===== config.mk =====
export PLATFORM = sky130hd
export DESIGN_NAME = e213_acs_ctrl
export DESIGN_NICKNAME = d
export VERILOG_FILES = /design/src/rtl/e213_pkg.sv /design/src/rtl/e213_bmu.sv /design/src/rtl/e213_acs_ctrl.sv
export SDC_FILE = /design/constraint.sdc
export NUM_CORES = 1
export LEC_CHECK = 0
export BUFFER_PORTS_ARGS = -buffer_cell sky130_fd_sc_hd__clkbuf_2
export CAP_MARGIN = 25
export CORE_UTILIZATION = 50
export CTS_CLUSTER_SIZE = 12
export DETAILED_ROUTE_END_ITERATION = 8
export PLACE_DENSITY = 0.92
export SETUP_SLACK_MARGIN = 0.5
export SYNTH_ARGS = -nofsm -noshare
export SYNTH_HDL_FRONTEND = slang
export SYNTH_HIERARCHICAL = 1
export SYNTH_SLANG_ARGS = --single-unit

===== constraint.sdc =====
create_clock -name clk -period 6.7 [get_ports clk]
set_input_delay 0.335 -clock clk [delete_from_list [all_inputs] [get_ports clk]]
set_output_delay 0.335 -clock clk [all_outputs]
set_load 0.02 [all_outputs]

===== src/rtl/e213_pkg.sv =====
// Shared constants and trellis helpers for the (2,1,3) hard-decision Viterbi frame sequencer.
// Encoder state bit 0 holds the newest input bit.
package e213_pkg;
    localparam int NS = 8;
    localparam logic [3:0] GEN_C0 = 4'b1111;
    localparam logic [3:0] GEN_C1 = 4'b1101;

    typedef enum logic [1:0] {
        RUN    = 2'd0,
        SEARCH = 2'd1,
        REPORT = 2'd2
    } fsm_state_t;

    function automatic logic [2:0] pred_a(input logic [2:0] n);
        return {1'b0, n[2:1]};
    endfunction

    function automatic logic [2:0] pred_b(input logic [2:0] n);
        return {1'b1, n[2:1]};
    endfunction

    // Encoder output {c0,c1} on the branch leaving predecessor p with input u.
    function automatic logic [1:0] code_bits(input logic [2:0] p, input logic u);
        logic [3:0] r;
        r = {u, p[0], p[1], p[2]};
        return {^(r & GEN_C0), ^(r & GEN_C1)};
    endfunction

    function automatic logic [1:0] popcount2(input logic [1:0] x);
        return {x[1] & x[0], x[1] ^ x[0]};
    endfunction
endpackage


===== src/rtl/e213_bmu.sv =====
// Branch metric unit: Hamming distance of the received pair to both branches entering each state.
module e213_bmu
    import e213_pkg::*;
(
    input  logic [1:0]      sym_data,
    output logic [2*NS-1:0] hd_ina,
    output logic [2*NS-1:0] hd_inb
);
    for (genvar gi = 0; gi < NS; gi++) begin : g_branch
        localparam logic [2:0] N = 3'(gi);
        assign hd_ina[2*gi +: 2] = popcount2(sym_data ^ code_bits(pred_a(N), N[0]));
        assign hd_inb[2*gi +: 2] = popcount2(sym_data ^ code_bits(pred_b(N), N[0]));
    end
endmodule


===== src/rtl/e213_acs_ctrl.sv =====
// Frame sequencer: path-metric bank, ACS port fan-out, survivor writes and end-of-frame
// minimum-metric search handed to traceback over valid/ready.
module e213_acs_ctrl
    import e213_pkg::*;
#(
    parameter int W         = 8,
    parameter int FRAME_LEN = 64,
    parameter int INIT_PM   = 32
) (
    input  logic                  clk,
    input  logic                  rst,
    input  logic                  sym_valid,
    input  logic [1:0]            sym_data,
    output logic                  sym_ready,
    output logic [NS*W-1:0]       acs_ppm_ina,
    output logic [NS*W-1:0]       acs_ppm_inb,
    output logic [2*NS-1:0]       hd_ina,
    output logic [2*NS-1:0]       hd_inb,
    input  logic [NS*W-1:0]       acs_ppm_out,
    input  logic [NS-1:0]         acs_bx_out,
    output logic                  surv_we,
    output logic [$clog2(FRAME_LEN)-1:0] surv_addr,
    output logic [NS-1:0]         surv_data,
    output logic                  best_valid,
    output logic [2:0]            best_state,
    output logic [W-1:0]          best_metric,
    input  logic                  tb_ready
);
    localparam int AW = $clog2(FRAME_LEN);
    localparam logic [1:0] ST_RUN    = 2'(RUN);
    localparam logic [1:0] ST_SEARCH = 2'(SEARCH);
    localparam logic [1:0] ST_REPORT = 2'(REPORT);

    logic [1:0]    state_reg;
    logic [AW-1:0] stage_cnt_reg;
    logic [2:0]    scan_idx_reg;
    logic [W-1:0]  pm_reg [NS];
    logic [W-1:0]  pm_new [NS];
    logic [NS-1:0] msb_vec;
    logic          all_msb;
    logic          accept;

    e213_bmu u_bmu (
        .sym_data (sym_data),
        .hd_ina   (hd_ina),
        .hd_inb   (hd_inb)
    );

    assign sym_ready = (state_reg == ST_RUN);
    assign accept    = sym_valid && sym_ready;
    assign all_msb   = &msb_vec;

    for (genvar gi = 0; gi < NS; gi++) begin : g_state
        localparam logic [2:0] N = 3'(gi);
        logic [W-1:0] pa;
        logic [W-1:0] pb;
        logic [W-1:0] po;

        assign pa = pm_reg[pred_a(N)];
        assign pb = pm_reg[pred_b(N)];
        assign po = acs_ppm_out[gi*W +: W];
        assign acs_ppm_ina[gi*W +: W] = pa;
        assign acs_ppm_inb[gi*W +: W] = pb;
        assign msb_vec[gi] = po[W-1];
        // Subtracting 2^(W-1) from every state preserves all metric differences.
        assign pm_new[gi] = {po[W-1] & ~all_msb, po[W-2:0]};

        // A new metric never drops below both predecessors unless the adder wrapped.
        always_ff @(posedge clk) begin
            if (!rst && accept) begin
                assert (po >= ((pa < pb) ? pa : pb))
                    else $error("acs metric wrapped in state %0d", gi);
            end
        end
    end

    always_ff @(posedge clk) begin
        if (rst) begin
            state_reg     <= ST_RUN;
            stage_cnt_reg <= '0;
            scan_idx_reg  <= '0;
            for (int i = 0; i < NS; i++) pm_reg[i] <= (i == 0) ? '0 : W'(INIT_PM);
            surv_we       <= 1'b0;
            surv_addr     <= '0;
            surv_data     <= '0;
            best_valid    <= 1'b0;
            best_state    <= '0;
            best_metric   <= '0;
        end else begin
            surv_we <= 1'b0;
            case (state_reg)
                ST_RUN: begin
                    if (sym_valid) begin
                        for (int i = 0; i < NS; i++) pm_reg[i] <= pm_new[i];
                        surv_we   <= 1'b1;
                        surv_addr <= stage_cnt_reg;
                        surv_data <= acs_bx_out;
                        if (stage_cnt_reg == AW'(FRAME_LEN - 1)) begin
                            state_reg    <= ST_SEARCH;
                            scan_idx_reg <= '0;
                        end else begin
                            stage_cnt_reg <= stage_cnt_reg + AW'(1);
                        end
                    end
                end
                ST_SEARCH: begin
                    // Strict less-than keeps the lowest index on ties.
                    if (scan_idx_reg == 3'd0 || pm_reg[scan_idx_reg] < best_metric) begin
                        best_metric <= pm_reg[scan_idx_reg];
                        best_state  <= scan_idx_reg;
                    end
                    if (scan_idx_reg == 3'(NS - 1)) begin
                        state_reg  <= ST_REPORT;
                        best_valid <= 1'b1;
                    end else begin
                        scan_idx_reg <= scan_idx_reg + 3'd1;
                    end
                end
                ST_REPORT: begin
                    if (tb_ready) begin
                        best_valid    <= 1'b0;
                        state_reg     <= ST_RUN;
                        stage_cnt_reg <= '0;
                        for (int i = 0; i < NS; i++) pm_reg[i] <= (i == 0) ? '0 : W'(INIT_PM);
                    end
                end
                default: state_reg <= ST_RUN;
            endcase
        end
    end
endmodule


==> out/metrics.yaml <==
status: "finished clean"
critPathRequiredTime_ps: 6990
dieArea_sq_um: 11100
hpwlAfterDp_um: 11200
start_util_pct: 51.7
avgRoutedWirePerCell_um: 18.0
startpoint_type: "flop"
synthCells: 529
drv_cap: 0
worstMarginPinSlew_ps: 949
critPathSlowestCell: "dfxtp_1"
grt_max_degree: 60
grt-ovfl-total: 0
die_h_um: 105
cp_num_cells: 9
final_common_cell: "clkbuf_2"
slowest_delay_ps: 730
synth_cell_type_count: 50
cts.clk_slew.worst_paths_ps: 110
fmax_mhz: 268
yosys-top-cells-area: "dfxtp_1 27%, edfxtp_1 18%, buf_4 13%"
finalSetupViolCount: 0
yosysWarnings: 6
setup_tns_ps: 0
antenna_found_initial: 0
clk-insertion-delay-late_ps: 380
drt-initial-drc-count: 269
cp_data_arrival_time_ps: 4020
gp_congestion: 0.894
largest_register_ffs: 64
area_growth_pct: 17.9
cts_setup_buffers: 0
core_area_sq_um: 10300
drtPass1Iterations: 4
slew_viol_final: 0
dpl_cell_area_sq_um: 6070
slew_headroom_pct: 36.5
clock_skew_ps: 18.3
final_cell_count_no_fill: 829
drcViolationCount: 0
cp-end-kind: "flop"
cp_cell_sequence: "buf_8 -> mux4_2 -> mux2_2 -> ha_1 -> a211o_1 -> a211oi_2 -> nand3_1 -> a21bo_1 -> a211oi_2"
hold_path.class: "input port to flop"
power_density_nw_per_um2: 221
reg2reg_depth: 9
clockBufferDepth: 2
dp.cells: 812
rsz0062_at_grt: "no"
critPathBufInv: 1
final_cell_mix: "265 x clkbuf_2, 73 x dfxtp_1, 71 x nand2_1"
synth_edf_count: 32
final_area_sq_um: 6290
worstSetupPathType: "flop to flop"
portBuffers: 265
grt_pass1_vias: 4122
min_period_over_period_pct: 55.7
fillerInstances: 905
cts.sink_count: 105
ys_async_sr_fraction_pct: 0
holdPathEnd: "surv_data[0]"
drive_gt1_share_pct: 46.2
crit_top_cell: "a211oi_2"
syn_avg_cell_area_sq_um: 10.1
vias: 4562
grt_pass1_wl_um: 22600
period_needed_ps: 3730
viasPerCell: 5.50
die_w_um: 105
synth_area_leader_cell: "dfxtp_1"
fin_util_pct: 60.9
syn_nets: 622
leakagePower_nw: 3.01
ys_seq_elements: 105
ys_seq_area_share_pct: 45.4
cts_buffers: 9
r2r_slack_ps: 2970
drtAntennaViolNets: 0
grt_usage_pct: 27.0
postCtsResizedCells: 0
min_from: "acs_bx_out[0]"
final-hold-violation-count: 0
pin_count: 266
root_buffer: "clkbuf_8"
diodes: 0
cts_tree: "yes"
synth-main-ff-cell: "dfxtp_1"
fin_nets: 781
yosys.area.top_type_share_pct: 27.4
peakVddDrop_v: 0.000167
critPathMaxFanout: 11
reg2reg_to: "best_state[2]"
h-tree-depth: 3
wl_um: 14900
syn-cell-area_sq_um: 5340
hold_depth: 3
std_cell_rows: 37
hold_buffers: 0
cp_top_family: "compound AO/OA/AOI/OAI gates"
worst max-delay path by stage:
stage | startpoint | endpoint | slack (ps)
CTS | flop | best_state[2] | 2780
global placement | flop | best_state[2] | 2890
global route | flop | best_state[2] | 2730
detailed placement | flop | best_state[2] | 2820
finish | flop | best_state[2] | 2970
floorplan | flop | best_metric[0] | 3670
Yosys cell counts, types with 3 or more instances:
cell type and instances:
nor2b_1 5, buf_2 9, o221a_1 9, a21oi_1 42, or3_1 3, edfxtp_1 32, nor2_1 16, and3_1 27
mux2i_1 3, nand2_1 72, clkbuf_1 17, and2_1 4, xnor2_1 3, ha_1 15, nand3_1 18, buf_4 92
mux4_2 16, nand4_1 3, o221a_2 3, inv_1 15, a32o_1 3, o21ai_1 10, dfxtp_1 73, mux2_2 7
final cells by class:
| type | instances | area, sq um | share of cell area, % |
|---|---|---|---|
| flip-flops and latches | 105 | 2420 | 38.5 |
| multi-input cells | 285 | 2040 | 32.4 |
| repair buffers | 270 | 1390 | 22.1 |
| well taps | 136 | 170 | 2.71 |
| clock buffers | 10 | 128 | 2.03 |
| clock inverters | 6 | 76.3 | 1.21 |
| inverters | 17 | 63.8 | 1.01 |
worst register-to-register path, delay by kind of cell (launching register included):
family	cells	cell delay, ps
adders and majority gates	1	300
DFF	1	730
and+or+nand+nor	1	400
AOI/OAI and AO/OA	4	1180
buffers and inverters	1	230
muxes	2	840
layer usage:
metal	share of wire, %	vias to the layer above	track usage [%]
met4	1.7	0	8.75
met2	49	284	43.8
met3	9.4	18	5.63
met1	40	2174	36.2
li1	-	2086	-
met5	0	-	0
power by group:
part	switching (mW)	total (mW)	leakage [nW]	internal, mW
Clock	0.230	0.408	0.0962	0.178
Combinational	0.167	0.260	1.97	0.0929
Sequential	0.0346	0.720	0.940	0.685
Total	0.432	1.39	3.01	0.956
through the flow:
stage	worst slack, ps	power (mW)	hold slack [ps]
after floorplan	3670	0.925	457
after global placement	2890	0.985	442
after detailed placement	2820	0.992	447
after CTS	2780	1.39	158
after global routing	2730	1.44	169
final	2970	1.39	165
logic make-up after synthesis:
logic type / after synthesis / share of synthesized area, %
flops: 105 / 45.4
xor+xnor: 3 / 0.493
compound gates: 85 / 11.0
mux: 28 / 9.43
fa+ha+maj: 15 / 3.52
simple gates: 154 / 13.6
buf+inv: 139 / 16.6
(Power assumes the default switching activity.)
